`src/rtl/reward_scan_engine.sv`:
```
// Reward scan engine: scans the neighbour table for the chosen action node and emits a saturating reward packet.
// Optional macro REWARD_STATS_EN adds reward_total / scan_count statistics outputs.
module reward_scan_engine #(
  parameter int WORD_WIDTH      = 16,
  parameter int NUM_NEIGHBORS   = 8,
  parameter int TABLE_BASE      = 0,
  parameter int MEM_RD_LAT      = 1,
  parameter int HOP_WEIGHT      = 2,
  parameter int BEST_BONUS      = 16,
  parameter int CLUSTER_PENALTY = 8
) (
  input  logic                    clock,
  input  logic                    reset,
  input  logic [WORD_WIDTH-1:0]   _action,
  input  logic [WORD_WIDTH-1:0]   _besthop,
  input  logic [WORD_WIDTH-1:0]   MY_NODE_ID,
  input  logic [WORD_WIDTH-1:0]   MY_CLUSTER_ID,
  input  logic                    done_prev,
  output logic [WORD_WIDTH-1:0]   address,
  output logic                    wr_en,
  input  logic [WORD_WIDTH-1:0]   mem_data_out,
  output logic [5*WORD_WIDTH-1:0] reward_data_out,
  output logic                    done_reward,
  output logic                    busy,
  output logic                    miss
`ifdef REWARD_STATS_EN
  ,
  output logic [2*WORD_WIDTH-1:0] reward_total,
  output logic [WORD_WIDTH-1:0]   scan_count
`endif
);

  localparam int W = WORD_WIDTH;
  localparam logic [8:0]  LAST_K   = 9'(NUM_NEIGHBORS - 1);
  localparam logic [15:0] CAP_WAIT = 16'(MEM_RD_LAT);

  typedef enum logic [2:0] {
    IDLE   = 3'd0,
    RD_ID  = 3'd1,
    RD_CL  = 3'd2,
    RD_HOP = 3'd3,
    RD_EN  = 3'd4,
    CALC   = 3'd5,
    DONE   = 3'd6
  } state_t;

  state_t           state_q, state_d;
  logic             prev_q;
  logic [W-1:0]     act_q, act_d, best_q, best_d, node_q, node_d, mycl_q, mycl_d;
  logic [W-1:0]     addr_q, addr_d;
  logic [15:0]      wait_q, wait_d;
  logic [8:0]       k_q, k_d;
  logic [W-1:0]     cl_q, cl_d, hop_q, hop_d, en_q, en_d, rew_q, rew_d;
  logic             scan_miss_q, scan_miss_d;
  logic [5*W-1:0]   pkt_q, pkt_d;
  logic             done_q, done_d, busy_q, busy_d, miss_q, miss_d;
  logic             start_s, capture_s;
  logic [2*W-1:0]   prod_s;
  logic [W-1:0]     r1_s, r2_s, r3_s;
  logic [W:0]       sum_s;
`ifdef REWARD_STATS_EN
  logic [2*W-1:0]   total_q, total_d;
  logic [W-1:0]     count_q, count_d;
  logic [2*W:0]     total_sum_s;
`endif

  assign start_s   = (state_q == IDLE) && done_prev && !prev_q;
  assign capture_s = (wait_q == CAP_WAIT);

  // Saturating reward from the captured entry fields.
  always_comb begin
    prod_s = {{W{1'b0}}, hop_q} * (2*W)'(HOP_WEIGHT);
    r1_s   = ({{W{1'b0}}, en_q} > prod_s) ? (en_q - prod_s[W-1:0]) : {W{1'b0}};
    sum_s  = {1'b0, r1_s} + (W+1)'(BEST_BONUS);
    r2_s   = (act_q == best_q) ? (sum_s[W] ? {W{1'b1}} : sum_s[W-1:0]) : r1_s;
    r3_s   = (cl_q != mycl_q)
             ? ((r2_s > W'(CLUSTER_PENALTY)) ? (r2_s - W'(CLUSTER_PENALTY)) : {W{1'b0}})
             : r2_s;
  end

  // Next-state and datapath next values.
  always_comb begin
    state_d     = state_q;
    act_d       = act_q;
    best_d      = best_q;
    node_d      = node_q;
    mycl_d      = mycl_q;
    addr_d      = addr_q;
    wait_d      = wait_q;
    k_d         = k_q;
    cl_d        = cl_q;
    hop_d       = hop_q;
    en_d        = en_q;
    rew_d       = rew_q;
    scan_miss_d = scan_miss_q;
    pkt_d       = pkt_q;
    miss_d      = miss_q;
    done_d      = 1'b0;
    busy_d      = (state_q != IDLE) || start_s;
`ifdef REWARD_STATS_EN
    total_sum_s = {1'b0, total_q} + {{(W+1){1'b0}}, rew_q};
    total_d     = total_q;
    count_d     = count_q;
`endif
    case (state_q)
      IDLE: begin
        if (start_s) begin
          act_d       = _action;
          best_d      = _besthop;
          node_d      = MY_NODE_ID;
          mycl_d      = MY_CLUSTER_ID;
          addr_d      = W'(TABLE_BASE);
          wait_d      = 16'd0;
          k_d         = 9'd0;
          scan_miss_d = 1'b0;
          state_d     = RD_ID;
        end else begin
          state_d = IDLE;
        end
      end
      RD_ID: begin
        if (!capture_s) begin
          wait_d = wait_q + 16'd1;
        end else if (mem_data_out == act_q) begin
          addr_d  = addr_q + W'(1);
          wait_d  = 16'd0;
          state_d = RD_CL;
        end else if (k_q == LAST_K) begin
          scan_miss_d = 1'b1;
          hop_d       = {W{1'b1}};
          state_d     = CALC;
        end else begin
          k_d    = k_q + 9'd1;
          addr_d = addr_q + W'(4);
          wait_d = 16'd0;
        end
      end
      RD_CL: begin
        if (capture_s) begin
          cl_d    = mem_data_out;
          addr_d  = addr_q + W'(1);
          wait_d  = 16'd0;
          state_d = RD_HOP;
        end else begin
          wait_d = wait_q + 16'd1;
        end
      end
      RD_HOP: begin
        if (capture_s) begin
          hop_d   = mem_data_out;
          addr_d  = addr_q + W'(1);
          wait_d  = 16'd0;
          state_d = RD_EN;
        end else begin
          wait_d = wait_q + 16'd1;
        end
      end
      RD_EN: begin
        if (capture_s) begin
          en_d    = mem_data_out;
          state_d = CALC;
        end else begin
          wait_d = wait_q + 16'd1;
        end
      end
      CALC: begin
        rew_d   = scan_miss_q ? {W{1'b0}} : r3_s;
        state_d = DONE;
      end
      DONE: begin
        done_d  = 1'b1;
        pkt_d   = {node_q, mycl_q, act_q, hop_q, rew_q};
        miss_d  = scan_miss_q;
        state_d = IDLE;
`ifdef REWARD_STATS_EN
        total_d = total_sum_s[2*W] ? {(2*W){1'b1}} : total_sum_s[2*W-1:0];
        count_d = count_q + W'(1);
`endif
      end
      default: begin
        state_d = IDLE;
      end
    endcase
  end

  // State and output registers with synchronous reset.
  always_ff @(posedge clock) begin
    if (reset) begin
      state_q     <= IDLE;
      prev_q      <= 1'b0;
      act_q       <= '0;
      best_q      <= '0;
      node_q      <= '0;
      mycl_q      <= '0;
      addr_q      <= '0;
      wait_q      <= '0;
      k_q         <= '0;
      cl_q        <= '0;
      hop_q       <= '0;
      en_q        <= '0;
      rew_q       <= '0;
      scan_miss_q <= 1'b0;
      pkt_q       <= '0;
      done_q      <= 1'b0;
      busy_q      <= 1'b0;
      miss_q      <= 1'b0;
`ifdef REWARD_STATS_EN
      total_q     <= '0;
      count_q     <= '0;
`endif
    end else begin
      state_q     <= state_d;
      prev_q      <= done_prev;
      act_q       <= act_d;
      best_q      <= best_d;
      node_q      <= node_d;
      mycl_q      <= mycl_d;
      addr_q      <= addr_d;
      wait_q      <= wait_d;
      k_q         <= k_d;
      cl_q        <= cl_d;
      hop_q       <= hop_d;
      en_q        <= en_d;
      rew_q       <= rew_d;
      scan_miss_q <= scan_miss_d;
      pkt_q       <= pkt_d;
      done_q      <= done_d;
      busy_q      <= busy_d;
      miss_q      <= miss_d;
`ifdef REWARD_STATS_EN
      total_q     <= total_d;
      count_q     <= count_d;
`endif
    end
  end

  assign address         = addr_q;
  assign wr_en           = 1'b0;
  assign reward_data_out = pkt_q;
  assign done_reward     = done_q;
  assign busy            = busy_q;
  assign miss            = miss_q;
`ifdef REWARD_STATS_EN
  assign reward_total    = total_q;
  assign scan_count      = count_q;
`endif

endmodule

```
`config.mk`:
```
export PLATFORM = sky130hd
export DESIGN_NAME = reward_scan_engine
export DESIGN_NICKNAME = d
export VERILOG_FILES = /design/src/rtl/reward_scan_engine.sv
export SDC_FILE = /design/constraint.sdc
export NUM_CORES = 1
export LEC_CHECK = 0
export BUFFER_PORTS_ARGS = -buffer_cell sky130_fd_sc_hd__buf_2
export CAP_MARGIN = 15
export CORE_MARGIN = 2
export CORE_UTILIZATION = 30
export CTS_CLUSTER_DIAMETER = 100
export CTS_CLUSTER_SIZE = 30
export DETAILED_ROUTE_END_ITERATION = 12
export GPL_TIMING_DRIVEN = 0
export PLACE_DENSITY = 0.47
export SETUP_SLACK_MARGIN = 0.05
export SLEW_MARGIN = 20
export SYNTH_ARGS = -nofsm -noshare
export SYNTH_HDL_FRONTEND = slang
export SYNTH_SLANG_ARGS = --single-unit
```
`constraint.sdc`:
```
create_clock -name clock -period 9.3 [get_ports clock]
set_input_delay 0.93 -clock clock [delete_from_list [all_inputs] [get_ports clock]]
set_output_delay 0.93 -clock clock [all_outputs]
set_load 0.05 [all_outputs]
```
==> reports/qor.txt <==
Vias/cell = 4.94
Static Leak = 5.35 nW
Post-DP HPWL = 30.6 mm
#FFs+latches synth = 257
htree depth = 1
via count = 11369
Setup crit end kind = flip-flop
clock sink total = 257
PD cells = 156 nW/um2
met2 Use GR = 31.8%
vias in the first global route = 10844
DP Area = 13600 um2
Setup Viol. Count Final = 0
post-route setup TNS = 0 ps
total congestion overflow = 0
cts bufs inserted = 15
Port Buf Inserts = 181
I/O Pins = 183
Final period util = 57.0%
Mapped Area = 12000 um2
Critical Path Start = hop_q[9]
MaxCap Viol Count = 0
Req. time, crit path = 9720 ps
die width = 204 um
final clock skew = 53.5 ps
post-route cell area = 14100 um2
Setup Buffers After CTS = 0
Synth cell types = 79
synth-to-layout area growth = 17.4%
CTS tree = built
routed len/inst = 17.2 um
status = completed
Post-synth EDFFs = 0
post-cts repair resize count = 0
Routed Antenna Nets = 0
Initial Util = 30.3%
peak fanout along the critical path = 10
hold crit path type = reg2reg
largest net degree at the start of global routing = 31
Die Ht = 204 um
Max VDD drop = 0.0892 mV
met1 Track Usage GR = 25.1%
Fin. Hold Viols = 0
fmax = 189 MHz
ratio of cells with drive above 1 in the final layout = 13.7%
CTS hold repair buffers = 0
Rows = 73
Synth Instances = 1570
RR Startpoint = hop_q[9]
unrepaired setup endpoints after global routing = false
routed wire length = 39.7 mm
antenna violations before repair = 2
core area = 39600 um2
Final Critical Period = 5300 ps
startpoint types = flip-flop
max-slew violation count = 0
worst-margin pin slew = 1040 ps
Bufs on Longest Clock Path = 3
DR DRC count = 0
synth warn = 0
grt met3 use = 2.07%
syn nets = 1675
max_slew headroom = 30.1%
clk slew on worst S/H paths = 110 ps
Starting DRT DRC Count = 664
die area = 41600 um2
HP Start = rew_q[1]
Critical Path AT = 5720 ps
TritonRoute pass-1 iters = 5
Final GP Congestion = 0.842
Clk Tree Root Cell = clkbuf_16
critical path class = reg2reg
post-synthesis async set-or-reset flop share = 0%
dominant synthesized flop cell = dfxtp_1
gr busiest metal = met2
mean post-synth cell area = 7.64 um2
post-synthesis sequential area ratio = 42.9%
worst skew pair latency = 530 ps
Final #Nets = 1874
GRT Total Usage = 18.7%
first-pass GRT wire length = 61.2 mm
-- final cells by class --
class                      count  area [um2]
clock buffer                  16         379
clock inverter                 7         124
fill                        4372       25600
inverter                      28         105
buffer                        91         359
antenna                        2        5.00
sequential                   257        5140
timing repair buffer         182         913
multi-input combinational   1194        6400
tap                          525         657
-- per-stage QoR --
stage                     utilization (%)  hold slack [ps]  worst slack (ps)  power (mW)  std cells
final                                35.5              439              4000        2.20       2302
after CTS                            35.5              436              4150        2.23       2300
after global placement               34.2              438              4100        1.46       2276
after global routing                 35.5              467              3700        2.30       2302
after detailed placement             34.2              443              4170        1.46       2277
after floorplan                         -              427              5020        1.35       1570
-- worst max-delay path, cell delays in order (launching register included) --
cell      delay [ps]
dfxtp_1          360
inv_1             60
ha_1             280
clkbuf_1         210
a21o_1           230
a31oi_1          450
o221ai_1         310
o21ai_1          260
buf_2            270
buf_2            270
nor2_1           110
ha_1             310
and2_1           210
and4_1           210
a211o_1          300
mux2i_1          310
nand3_1          110
nor4_1           460
or4_4            260
buf_6            180
o21ai_2           70
-- where the power goes --
group | internal, mW | switching, mW
Clock | 0.324 | 0.444
Sequential | 1.13 | 0.0276
Combinational | 0.0919 | 0.188
Total | 1.54 | 0.660
-- metal layers --
metal	part of all wire (%)	up-vias
li1	-	5730
met3	3.9	42
met5	0	-
met4	2.2	0
met1	47	5370
met2	47	227
-- worst paths after layout --
kind | end | slack (ps) | cells after the start
hold reg to reg | reward_data_out[1] | 440 | 2
setup / recovery | rew_q[5] | 4000 | 20
hold / removal | reward_data_out[1] | 440 | 2
setup reg to reg | rew_q[5] | 4000 | 20
-- cell families (layout without fill, tap and decap cells) --
family / after synthesis / in the layout / share of synthesized area, %
AOI/OAI and AO/OA: 361 / 361 / 17.8
xor gates and xnor gates: 86 / 86 / 6.28
adders and majority gates: 22 / 22 / 2.36
buffers and inverters: 119 / 324 / 3.87
DFF: 257 / 257 / 42.9
muxes: 3 / 3 / 0.250
other: 1 / 3 / 0.0312
and+or+nand+nor: 721 / 721 / 26.5
-- placed cells by master, fill, tap and decap left out, types with 5 or more instances in the layout --
master / count
clkbuf_16: 15
ha_1: 21
nor2b_1: 8
o21ai_0: 29
nand3_1: 18
and2_1: 8
nand4_1: 22
a211oi_1: 9
or3_1: 10
a21oi_1: 231
and3_1: 16
buf_2: 186
nor2_1: 116
clkbuf_1: 83
xnor2_1: 30
o21ai_1: 9
xor2_1: 56
inv_1: 28
nand2_1: 422
nor4_1: 18
a21o_1: 9
dfxtp_1: 257
o31ai_1: 6
nand2b_1: 9
o21ai_2: 10
and4_1: 6
a31oi_1: 5
nor3_1: 37
-- Yosys cell counts, drive strengths merged (5+ instances only) --
master | number | area [um2]
nand3 | 18 | 90.1
dfxtp | 257 | 5140
and4 | 6 | 52.6
a211oi | 12 | 113
nor3 | 38 | 190
and3 | 16 | 100
nor2b | 8 | 50.1
a311oi | 5 | 50.0
nand4 | 22 | 138
and2 | 9 | 56.3
o31ai | 6 | 45.0
a21o | 9 | 67.6
inv | 28 | 105
or2 | 6 | 37.5
o21ai | 48 | 278
nand2 | 422 | 1580
nand2b | 9 | 56.3
buf | 9 | 51.3
xor2 | 56 | 490
nor2 | 116 | 435
or3 | 10 | 62.6
xnor2 | 30 | 263
nor4 | 21 | 159
a21oi | 232 | 1160
ha | 21 | 263
a31oi | 6 | 43.8
o21a | 5 | 38.8
clkbuf | 82 | 308
-- state kept, by name, indices dropped and copies added (netlist names), 3 cells and up --
| register | cells |
|---|---|
| reward_data_out | 80 |
| act_q | 16 |
| address | 16 |
| best_q | 16 |
| cl_q | 16 |
| en_q | 16 |
| hop_q | 16 |
| mycl_q | 16 |
| node_q | 16 |
| rew_q | 16 |
| wait_q | 16 |
| k_q | 9 |
| state_q | 3 |
(Power assumes the default switching activity.)
